`src/rtl/mem_ctrl_pkg.sv`:
```
// ============================================================================
//  Module      : mem_ctrl_pkg
//  Description : Shared transfer-FSM state encoding and IM/main-memory widths.
//  Revision    : 1.0 - initial release
// ============================================================================
`default_nettype none

package mem_ctrl_pkg;

  localparam int IM_AW  = 10;
  localparam int MEM_AW = 14;
  localparam int DW     = 32;
  localparam int SZW    = 16;

  typedef enum logic [2:0] {
    IDLE = 3'd0,
    RD   = 3'd1,
    WAIT = 3'd2,
    WR   = 3'd3,
    DONE = 3'd4
  } xfer_state_t;

endpackage

`default_nettype wire

```
`src/rtl/dump_checksum.sv`:
```
// ============================================================================
//  Module      : dump_checksum
//  Description : Modular sum of words written by the dump engine.
//                Present only when DUMP_CHECKSUM_EN is defined.
//  Revision    : 1.0 - initial release
// ============================================================================
`default_nettype none

`ifdef DUMP_CHECKSUM_EN
module dump_checksum
  import mem_ctrl_pkg::*;
(
  input  logic          clock,
  input  logic          reset,
  input  logic          clear,
  input  logic          add_en,
  input  logic [DW-1:0] data,
  output logic [DW-1:0] sum
);

  always_ff @(posedge clock or posedge reset) begin
    if (reset) begin
      sum <= '0;
    end else if (clear) begin
      sum <= '0;
    end else if (add_en) begin
      sum <= sum + data;
    end
  end

endmodule
`endif

`default_nettype wire

```
`src/rtl/im_dump_controller.sv`:
```
// ============================================================================
//  Module      : im_dump_controller
//  Description : Copies a block of words from instruction memory into main
//                memory. Optional checksum output under DUMP_CHECKSUM_EN.
//  Revision    : 1.0 - initial release
// ============================================================================
`default_nettype none

module im_dump_controller
  import mem_ctrl_pkg::*;
(
  input  logic              clock,
  input  logic              reset,
  input  logic              dump_start,
  input  logic [IM_AW-1:0]  dump_src_addr,
  input  logic [MEM_AW-1:0] dump_dst_addr,
  input  logic [SZW-1:0]    dump_size,
  input  logic [DW-1:0]     im_rdata,
  output logic              im_enable,
  output logic              im_en_read,
  output logic              im_en_write,
  output logic [IM_AW-1:0]  im_addr,
  output logic              mem_enable,
  output logic              mem_en_read,
  output logic              mem_en_write,
  output logic [MEM_AW-1:0] mem_addr,
  output logic [DW-1:0]     mem_wdata,
  output logic              dump_busy,
  output logic              dump_done
`ifdef DUMP_CHECKSUM_EN
  ,
  output logic [DW-1:0]     dump_checksum
`endif
);

  xfer_state_t       r_state;
  logic [IM_AW-1:0]  r_src;
  logic [MEM_AW-1:0] r_dst;
  logic [SZW-1:0]    r_count;

  assign im_en_write = 1'b0;
  assign mem_en_read = 1'b0;

  // Outputs are loaded on the edge entering the state they belong to.
  always_ff @(posedge clock or posedge reset) begin
    if (reset) begin
      r_state      <= IDLE;
      r_src        <= '0;
      r_dst        <= '0;
      r_count      <= '0;
      im_enable    <= 1'b0;
      im_en_read   <= 1'b0;
      im_addr      <= '0;
      mem_enable   <= 1'b0;
      mem_en_write <= 1'b0;
      mem_addr     <= '0;
      mem_wdata    <= '0;
      dump_busy    <= 1'b0;
      dump_done    <= 1'b0;
    end else begin
      im_enable    <= 1'b0;
      im_en_read   <= 1'b0;
      mem_enable   <= 1'b0;
      mem_en_write <= 1'b0;
      dump_done    <= 1'b0;
      case (r_state)
        IDLE: begin
          if (dump_start) begin
            r_src     <= dump_src_addr;
            r_dst     <= dump_dst_addr;
            r_count   <= dump_size;
            dump_busy <= 1'b1;
            if (dump_size != '0) begin
              r_state    <= RD;
              im_enable  <= 1'b1;
              im_en_read <= 1'b1;
              im_addr    <= dump_src_addr;
            end else begin
              r_state   <= DONE;
              dump_done <= 1'b1;
            end
          end
        end
        RD: begin
          r_state <= WAIT;
        end
        WAIT: begin
          r_state      <= WR;
          mem_wdata    <= im_rdata;
          mem_addr     <= r_dst;
          mem_enable   <= 1'b1;
          mem_en_write <= 1'b1;
        end
        WR: begin
          r_count <= r_count - 1'b1;
          r_src   <= r_src + 1'b1;
          r_dst   <= r_dst + 1'b1;
          if (r_count == {{(SZW-1){1'b0}}, 1'b1}) begin
            r_state   <= DONE;
            dump_done <= 1'b1;
          end else begin
            r_state    <= RD;
            im_enable  <= 1'b1;
            im_en_read <= 1'b1;
            im_addr    <= r_src + 1'b1;
          end
        end
        DONE: begin
          r_state   <= IDLE;
          dump_busy <= 1'b0;
        end
        default: begin
          r_state   <= IDLE;
          dump_busy <= 1'b0;
        end
      endcase
    end
  end

`ifdef DUMP_CHECKSUM_EN
  dump_checksum u_dump_checksum (
    .clock  (clock),
    .reset  (reset),
    .clear  ((r_state == IDLE) && dump_start),
    .add_en (r_state == WR),
    .data   (mem_wdata),
    .sum    (dump_checksum)
  );
`endif

endmodule

`default_nettype wire
```
`config.mk`:
```
export PLATFORM = sky130hd
export DESIGN_NAME = im_dump_controller
export DESIGN_NICKNAME = d
export VERILOG_FILES = /design/src/rtl/mem_ctrl_pkg.sv /design/src/rtl/dump_checksum.sv /design/src/rtl/im_dump_controller.sv
export SDC_FILE = /design/constraint.sdc
export NUM_CORES = 1
export LEC_CHECK = 0
export CORE_MARGIN = 4
export CORE_UTILIZATION = 48
export CTS_CLUSTER_DIAMETER = 200
export DETAILED_ROUTE_END_ITERATION = 7
export GPL_ROUTABILITY_DRIVEN = 0
export HOLD_SLACK_MARGIN = 0.06
export PLACE_DENSITY_LB_ADDON = 0.08
export RECOVER_POWER = 50
export SETUP_SLACK_MARGIN = 0.15
export SYNTH_ARGS = -nofsm -noshare
export SYNTH_HDL_FRONTEND = slang
export SYNTH_SLANG_ARGS = --single-unit
```
`constraint.sdc`:
```
create_clock -name clock -period 4.5 [get_ports clock]
set_clock_uncertainty 0.2 [all_clocks]
set_input_delay 1.35 -clock clock [delete_from_list [all_inputs] [get_ports clock]]
set_output_delay 1.35 -clock clock [all_outputs]
set_load 0.005 [all_outputs]
```
=== Word-level counts from Yosys, hierarchy flattened ===
Index checks and enable logic that the tools add are counted.

* $add $sub $neg: 3
* Bitwise operators: 1
* Equal/unequal tests: 7
* Reduce and logical (&&, ||, !) cells: 7
* Multiplexer cells: 25

{| class="wikitable"
|+ Operators by type and width
! operator !! count
|-
| $mux W10 || 4
|-
| $pmux W10 S2 || 2
|-
| $pmux W16 S2 || 1
|-
| $pmux W14 S2 || 1
|-
| $eq A16 B1 Y1 const B || 1
|-
| $mux W16 || 1
|-
| $reduce_bool A16 Y1 || 1
|-
| $sub A16 B1 Y16 const B || 1
|-
| $add A14 B1 Y14 const B || 1
|-
| $mux W14 || 1
|-
| $pmux W3 S4 || 1
|-
| $add A10 B1 Y10 const B || 1
|-
| $mux W3 || 3
|-
| $mux W1 || 8
|-
| $eq A3 B2 Y1 const B || 2
|-
| $ne A2 B2 Y1 const B || 3
|-
| $pmux W1 S2 || 3
|-
| $reduce_and A2 Y1 || 2
|-
| $reduce_and A4 Y1 || 1
|-
| $eq A3 B1 Y1 const B || 1
|-
| $logic_not A3 Y1 || 1
|-
| $reduce_or A3 Y1 || 1
|-
| $reduce_bool A2 Y1 || 1
|-
| $not A1 Y1 || 1
|}

* Output and inout bits: 64
* Logic and storage cells: 54
* Register bits: 103
* Input bits: 75

=== Depth between registers and ports, before layout ===
Gate-level depths: netlist of run 1.

* Depth after elaboration: 4
* Depth in mapped cells: 7
* Gate-level depth less buffers: 6

=== Worst setup path after synthesis of run 1 ===
No wires, ideal clock.

* Path type: in2reg
* Start: in dump_size[11]
* End: reg im_addr[2]
* Path slack: 1.586 ns
* Stages: 4
* Arrival time: 2.590 ns
* Path through: nor4_1 > nand4_1 > a22oi_4 > mux2_2

* Cells in the longest elaborated chain, start to end: 3

{| class="wikitable"
|+ RTL lines
! item !! line !! source
|-
| start: declaration || im_dump_controller.sv:17 || <nowiki>input logic [SZW-1:0] dump_size,</nowiki>
|-
| $reduce_bool A16 Y1 || im_dump_controller.sv:73 || <nowiki>if (dump_size != '0) begin</nowiki>
|-
| $ne A2 B2 Y1 (no source line) || - ||
|-
| $reduce_and A4 Y1 (no source line) || - ||
|-
| end signal: assignment || im_dump_controller.sv:77 || <nowiki>im_addr <= dump_src_addr;</nowiki>
|-
| end signal: assignment || im_dump_controller.sv:105 || <nowiki>im_addr <= r_src + 1'b1;</nowiki>
|-
| end: declaration || im_dump_controller.sv:22 || <nowiki>output logic [IM_AW-1:0] im_addr,</nowiki>
|}

No other way between the ends.
A chain may end at the register's enable or synchronous reset.

=== Worst setup path in the final report of run 1 ===
* Start: reg r_state[2]
* End: reg mem_wdata[15]

* Cells in the longest elaborated chain, start to end: 1

{| class="wikitable"
|+ RTL lines
! item !! line !! source
|-
| start: declaration || im_dump_controller.sv:36 || <nowiki>xfer_state_t r_state;</nowiki>
|-
| start signal: assignment || im_dump_controller.sv:47 || <nowiki>r_state <= IDLE;</nowiki>
|-
| start signal: assignment || im_dump_controller.sv:74 || <nowiki>r_state <= RD;</nowiki>
|-
| start signal: assignment || im_dump_controller.sv:79 || <nowiki>r_state <= DONE;</nowiki>
|-
| $eq A3 B2 Y1 || im_dump_controller.sv:66 || <nowiki>case (r_state)</nowiki>
|-
| end signal: assignment || im_dump_controller.sv:89 || <nowiki>mem_wdata <= im_rdata;</nowiki>
|-
| end: declaration || im_dump_controller.sv:27 || <nowiki>output logic [DW-1:0] mem_wdata,</nowiki>
|}

No other way between the ends.

==> results of run 1 <==
==> layer usage <==
metal / global-route usage, % / up-vias / part of all wire, %
met2: 33.2 / 135 / 49
met3: 7.11 / 15 / 7.5
li1: - / 1922 / -
met4: 5.88 / 0 / 1.6
met1: 27.7 / 1986 / 42
met5: 0 / - / 0
==> power by group through the flow <==
stage	combinational (mW)	clock [mW]	sequential, mW
CTS	2.28	0.720	1.77
finish	2.27	0.696	1.77
global route	2.50	0.760	1.85
global placement	2.22	0	1.76
floorplan	1.40	0	1.71
detailed placement	2.27	0	1.78
==> registers in the layout (all words and copies together) (netlist names) <==
name / flops
r_src: 10
r_dst: 14
mem_en_write: 1
im_addr: 10
im_en_read: 1
r_count: 16
dump_busy: 1
dump_done: 1
mem_wdata: 32
r_state: 3
mem_addr: 14
==> Yosys cell counts, types with 3 or more instances <==
master / instances / area, sq um
buf_2: 9 / 45.0
o211ai_1: 3 / 22.5
ha_1: 4 / 50.1
or3_1: 4 / 25.0
dfrtp_1: 103 / 2580
buf_4: 4 / 30.0
clkbuf_1: 17 / 63.8
a22oi_1: 6 / 45.0
and2_1: 3 / 18.8
nand2_1: 25 / 93.8
or4_1: 4 / 30.0
xor2_1: 3 / 26.3
inv_1: 11 / 41.3
o22ai_1: 5 / 31.3
mux2_2: 62 / 698
nor3_1: 4 / 20.0
and3_1: 3 / 18.8
a211oi_1: 4 / 30.0
nor2_1: 22 / 82.6
nand4_1: 8 / 50.1
nor4_1: 7 / 43.8
a221o_1: 3 / 30.0
a21oi_1: 24 / 120
o21ai_0: 32 / 160
nor4b_1: 3 / 26.3
a2bb2oi_1: 4 / 35.0
a31oi_1: 16 / 100
nand3_1: 16 / 80.1
==> through the flow <==
stage          hold slack [ns]  power, mW  instance area (sq um)
2_1_floorplan            0.293       3.11                   4980
3_3_place_gp             0.287       3.98                   6420
3_5_place_dp             0.294       4.05                   6420
4_1_cts                  0.317       4.77                   6670
5_1_grt                  0.327       5.11                   6660
6_report                 0.310       4.73                   6660
==> final timing paths <==
path	from	end	slack (ns)	depth (start not counted)
worst min register to register	mem_addr[10]$_DFFE_PP0N_	mem_addr[10]$_DFFE_PP0N_	0.31	1
min in group asynchronous	reset	mem_wdata[11]$_DFFE_PP0N_	1.41	2
worst min-delay path	mem_addr[10]$_DFFE_PP0N_	mem_addr[10]$_DFFE_PP0N_	0.31	1
max in group asynchronous	reset	mem_wdata[31]$_DFFE_PP0N_	1.63	3
worst max register to register	r_state[2]$_DFFE_PP0P_	mem_wdata[15]$_DFFE_PP0N_	1.11	4
worst max-delay path	r_state[2]$_DFFE_PP0P_	mem_wdata[15]$_DFFE_PP0N_	1.11	4
==> area by class of cell <==
type	instances	area share (%)
tap	133	2.50
clock inverter	7	1.82
multi-input combinational	305	33.3
sequential	103	38.7
timing repair buffer	144	21.2
clock buffer	9	1.86
inverter	11	0.658
==> critical path: cells and delay by family (launching register included) <==
kind / cells / cell delay (ns)
simple gates: 2 / 0.35
mux: 1 / 0.47
flops: 1 / 0.48
buf+inv: 1 / 1.75
==> placed cells by master (no fill, tap or decap), types with 6 or more instances in the layout <==
cell type        netlist  final
a22oi_1                6      6
nand4_1                8      8
dfrtp_1              103    103
clkdlybuf4s50_1        0    134
mux2_2                62     62
a21oi_1               24     24
nand3_1               16     16
nand2_1               25     25
nor4_1                 7      7
o21ai_0               32     32
clkbuf_8               0      9
nor2_1                22     21
a31oi_1               16     16
inv_1                 11     10
==> cells by family after synthesis <==
logic type               synth area share (%)
AO/OA/AOI/OAI                            14.6
XOR/XNOR                                0.880
adder cells (fa/ha/maj)                  1.01
buffers and inverters                    4.00
flip-flops                               51.8
multiplexers                             14.2
other                                  0.0753
AND/OR/NAND/NOR                          13.5
==> results.yml, run 1 <==
outcome:
  outcome: "finished with violations"
  violations: "max-capacitance violations, max-slew violations"
layout:
  multiInputGateArea_sq_mm: 0.00221
  num_antenna_cells: 0
  fillers: 765
  nets: 653
  layout-drive-gt1-share_pct: 16.8
  seq_area_sq_mm: 0.00258
  final_util_pct: 66.9
  fin_cells: 712
  area_growth_syn_to_layout_pct: 33.7
critical_path:
  crit_path_top_delay_cell: "clkbuf_1"
  worst_ep_required_time_ns: 4.56
  cp-start-kind: "flip-flop"
  cp.arrival_ns: 3.45
  worstPathCellList: "nand2b_1, nor2_4, clkbuf_1, mux2_2"
  critPathMaxStageDelay_ns: 1.75
  cp_max_fo: 47
  crit_type: "flip-flop to flip-flop"
  end_kind: "flip-flop"
pwr:
  vdd_drop_max_uv: 378
  p_sw_mw: 1.71
  swShare_pct: 36.1
  powerDensity_mw_per_mm2: 711
  pwr-share-clk_pct: 14.7
  combPwrFrac_pct: 47.9
  intPower_mw: 3.02
  p_leak_nw: 2.66
  power_frac_seq_pct: 37.4
timing:
  max_slew_margin_pct: -64.4
  clock.fmax_ghz: 0.295
  period_needed_ns: 3.39
  layout_setup_ws_ns: 1.11
  grt_setup_unrepaired: "no"
  hold_viol: 0
  finalCritPeriodShare_pct: 75.4
  setup_viol: 0
  setup_tns_ns: 0
  tightestPinTransition_ns: 2.47
  maxSlewViolCount: 48
clock_network:
  cts_tree: "yes"
  htreeDepth: 3
  clock-sinks: 103
  cts_buffers: 9
  cts_root_buf: "clkbuf_8"
  cts_hold_buf: 0
  cts.path.max_buffers: 2
  cts_setup_buffers: 0
  cts_resized: 0
  path_clk_slew_ns: 0.10
  insertion_delay_ns: 0.38
floorplan:
  initial_utilization_pct: 50.0
  num_rows: 36
  io_pins: 139
  die_width_microns: 110
  die_area_sq_mm: 0.0121
  core_area_sq_mm: 0.00995
  die-height_microns: 110
synthesis:
  syn_inst: 451
  synth_edf_count: 0
  ys_seq_elements: 103
  syn_area_sq_mm: 0.00498
  synth_seq_area_share_pct: 51.8
  synth.distinct_cells: 61
  yosysWarningCount: 0
  synthFlopType: "dfrtp_1"
  syn_area_per_cell_sq_um: 11.0
  synthArstFlopShare_pct: 100
placed_design:
  pre_cts_slack_ns: 0.681
  dp.cells: 696
  dp_hpwl_mm: 8.64
  portBuffers: 136
global_routing:
  antenna_found_initial: 0
  grt_pass1_wl_mm: 19.8
  grt_max_degree: 67
  grt_overflow: 0
  grt_usage_pct: 21.1
  grt_pass1_vias: 3966
routing:
  postRouteAntennaNets: 0
  drt_iter0_markers: 174
  drt-total-wl_mm: 12.2
  num_vias: 4058
  dr.pass1.iters: 4
  drc: 0
  avgRoutedWirePerCell_microns: 17.1
  via_per_inst: 5.70
job:
  drv_cap: 1
hold_path:
  min_path_type: "flip-flop to flip-flop"
(Power assumes the default switching activity.)
==> inputs of run 2 (changes only) <==
- clock period: 4.5 -> 3.35 ns (I/O delays scaled with it)
==> run 2 against run 1 <==
Compared with the run above: the flow now finishes without violations; global-route usage down 0.20 points; via count up 0.39%; combinational power up 35%; sequential cell count unchanged; non-clock buffer count up 4; die area unchanged; power up 30%; count of clock-buffer cells in the layout up 2; largest cell class unchanged.
==> results.yml, run 2 (synthesized netlist as in run 1, its figures left out) <==
outcome:
  outcome: "finished clean"
floorplan:
  die_width_microns: 110
  io_pins: 139
  die_area_sq_mm: 0.0121
  die-height_microns: 110
  core_area_sq_mm: 0.00995
  num_rows: 36
  initial_utilization_pct: 50.0
timing:
  clock.fmax_ghz: 0.338
  grt_setup_unrepaired: "no"
  tightestPinTransition_ns: 1.31
  finalCritPeriodShare_pct: 88.3
  hold_viol: 0
  setup_viol: 0
  period_needed_ns: 2.96
  layout_setup_ws_ns: 0.391
  maxSlewViolCount: 0
  max_slew_margin_pct: 12.2
layout:
  regMostFlops: "mem_wdata"
  layout-drive-gt1-share_pct: 17.2
  final_cell_mix: "clkdlybuf4s50_1 (134), dfrtp_1 (103), mux2_2 (62), o21ai_0 (32), nand2_1 (25)"
  fillers: 796
  top_regs: "mem_wdata x32, r_count x16"
  largest_register_ff_count: 32
  final_util_pct: 66.5
  fin_cells: 716
  area_growth_syn_to_layout_pct: 33.0
  final_common_cell: "clkdlybuf4s50_1"
  num_antenna_cells: 0
  nets: 657
placed_design:
  pre_cts_slack_ns: -0.0460
  dp_hpwl_mm: 9.05
  portBuffers: 136
  dp.cells: 700
critical_path:
  worst_ep_required_time_ns: 3.42
  worstPathCellList: "clkdlybuf4s50_1, nor4_1, nand4_1, a22oi_4, mux2_2"
  reg2reg_slack_ns: 0.45
  cp-start-kind: "primary input"
  cp_max_fo: 10
  critPathMaxStageDelay_ns: 0.48
  crit_path_top_delay_cell: "nor4_1"
  critPathTopFamily: "simple AND/OR/NAND/NOR gates"
  end_kind: "flip-flop"
  r2r.worst_path.cells: 4
  reg2reg_to: "mem_wdata[29]$_DFFE_PP0N_"
  cp_num_buf_inv: 1
  timing.rr.start: "r_state[2]$_DFFE_PP0P_"
  crit_type: "primary input to flip-flop"
  cp.arrival_ns: 3.03
pwr:
  combPwrFrac_pct: 49.7
  vdd_drop_max_uv: 506
  swShare_pct: 37.3
  power_frac_seq_pct: 38.8
  pwr-share-clk_pct: 11.5
  intPower_mw: 3.86
  powerDensity_mw_per_mm2: 931
  p_sw_mw: 2.30
  p_leak_nw: 2.67
hold_path:
  hold_depth: 1
  hold_start: "mem_addr[10]$_DFFE_PP0N_"
  hold_end: "mem_addr[10]$_DFFE_PP0N_"
  min_path_type: "flip-flop to flip-flop"
global_routing:
  grt_max_degree: 58
  grt_usage_pct: 20.9
  grt_overflow: 0
  antenna_found_initial: 0
  grt_pass1_wl_mm: 19.5
  grt_pass1_vias: 4018
clock_network:
  cts_setup_buffers: 0
  cts_buffers: 9
  htreeDepth: 3
  cts_root_buf: "clkbuf_8"
  cts_hold_buf: 0
  cts_tree: "yes"
  cts_resized: 0
  path_clk_slew_ns: 0.09
  cts.path.max_buffers: 2
  clock-sinks: 103
  insertion_delay_ns: 0.38
routing:
  num_vias: 4074
  avgRoutedWirePerCell_microns: 17.1
  via_per_inst: 5.69
  drt_iter0_markers: 228
  postRouteAntennaNets: 0
  dr.pass1.iters: 5
  drt-total-wl_mm: 12.3
  drc: 0
job:
  drv_cap: 0
[run 2: cell types whose count changed in the layout (fill, tap and decap cells not counted)]
cell / before / now
clkinvlp_2: 0 / 1
clkinvlp_4: 3 / 0
bufinv_16: 3 / 0
clkbuf_2: 0 / 2
clkinv_2: 0 / 3
buf_4: 5 / 7
inv_6: 0 / 1
inv_4: 1 / 0
clkbuf_8: 9 / 10
dlymetal6s2s_1: 0 / 1
[run 2: area by class of cell]
| cell class | count | area, sq um | share of cell area [%] |
|---|---|---|---|
| sequential | 103 | 2580 | 38.9 |
| clock buffer | 11 | 141 | 2.14 |
| multi-input combinational | 305 | 2210 | 33.4 |
| timing repair buffer | 148 | 1440 | 21.8 |
| inverter | 11 | 42.5 | 0.643 |
| clock inverter | 5 | 32.5 | 0.492 |
| tap | 133 | 166 | 2.51 |
[run 2: layer usage]
metal	track usage [%]	routed length (microns)
met3	6.11	975
met4	6.77	155
met5	0	0
met2	34.5	6150
met1	26.2	4970
[run 2: how the worst max path moves through the flow]
stage                     slack [ns]                       end  cells after the start                   start
after detailed placement       -0.05    im_addr[6]$_DFFE_PP0P_                      5            dump_size[3]
after global routing            0.22  mem_addr[11]$_DFFE_PP0N_                      4  r_state[2]$_DFFE_PP0P_
after CTS                       0.37    im_addr[8]$_DFFE_PP0P_                      5            dump_size[3]
final                           0.39    im_addr[8]$_DFFE_PP0P_                      5            dump_size[3]
after floorplan                 0.78    im_addr[2]$_DFFE_PP0P_                      4           dump_size[11]
after global placement          0.06    im_addr[2]$_DFFE_PP0P_                      5            dump_size[3]
[run 2: power by group through the flow]
stage / logic [mW] / registers, mW / clock network [mW]
6_report: 3.06 / 2.39 / 0.711
5_1_grt: 3.37 / 2.48 / 0.788
4_1_cts: 3.12 / 2.38 / 0.739
3_5_place_dp: 3.11 / 2.40 / 0
3_3_place_gp: 3.04 / 2.37 / 0
2_1_floorplan: 1.88 / 2.29 / 0
[run 2: through the flow]
| step | total power [mW] | hold slack (ns) | TNS [ns] | instance area [sq um] |
|---|---|---|---|---|
| finish | 6.16 | 0.311 | 0 | 6620 |
| floorplan | 4.17 | 0.293 | 0 | 4980 |
| global route | 6.64 | 0.328 | 0 | 6620 |
| detailed placement | 5.51 | 0.295 | -0.294 | 6480 |
| CTS | 6.24 | 0.316 | 0 | 6650 |
| global placement | 5.40 | 0.287 | 0 | 6480 |
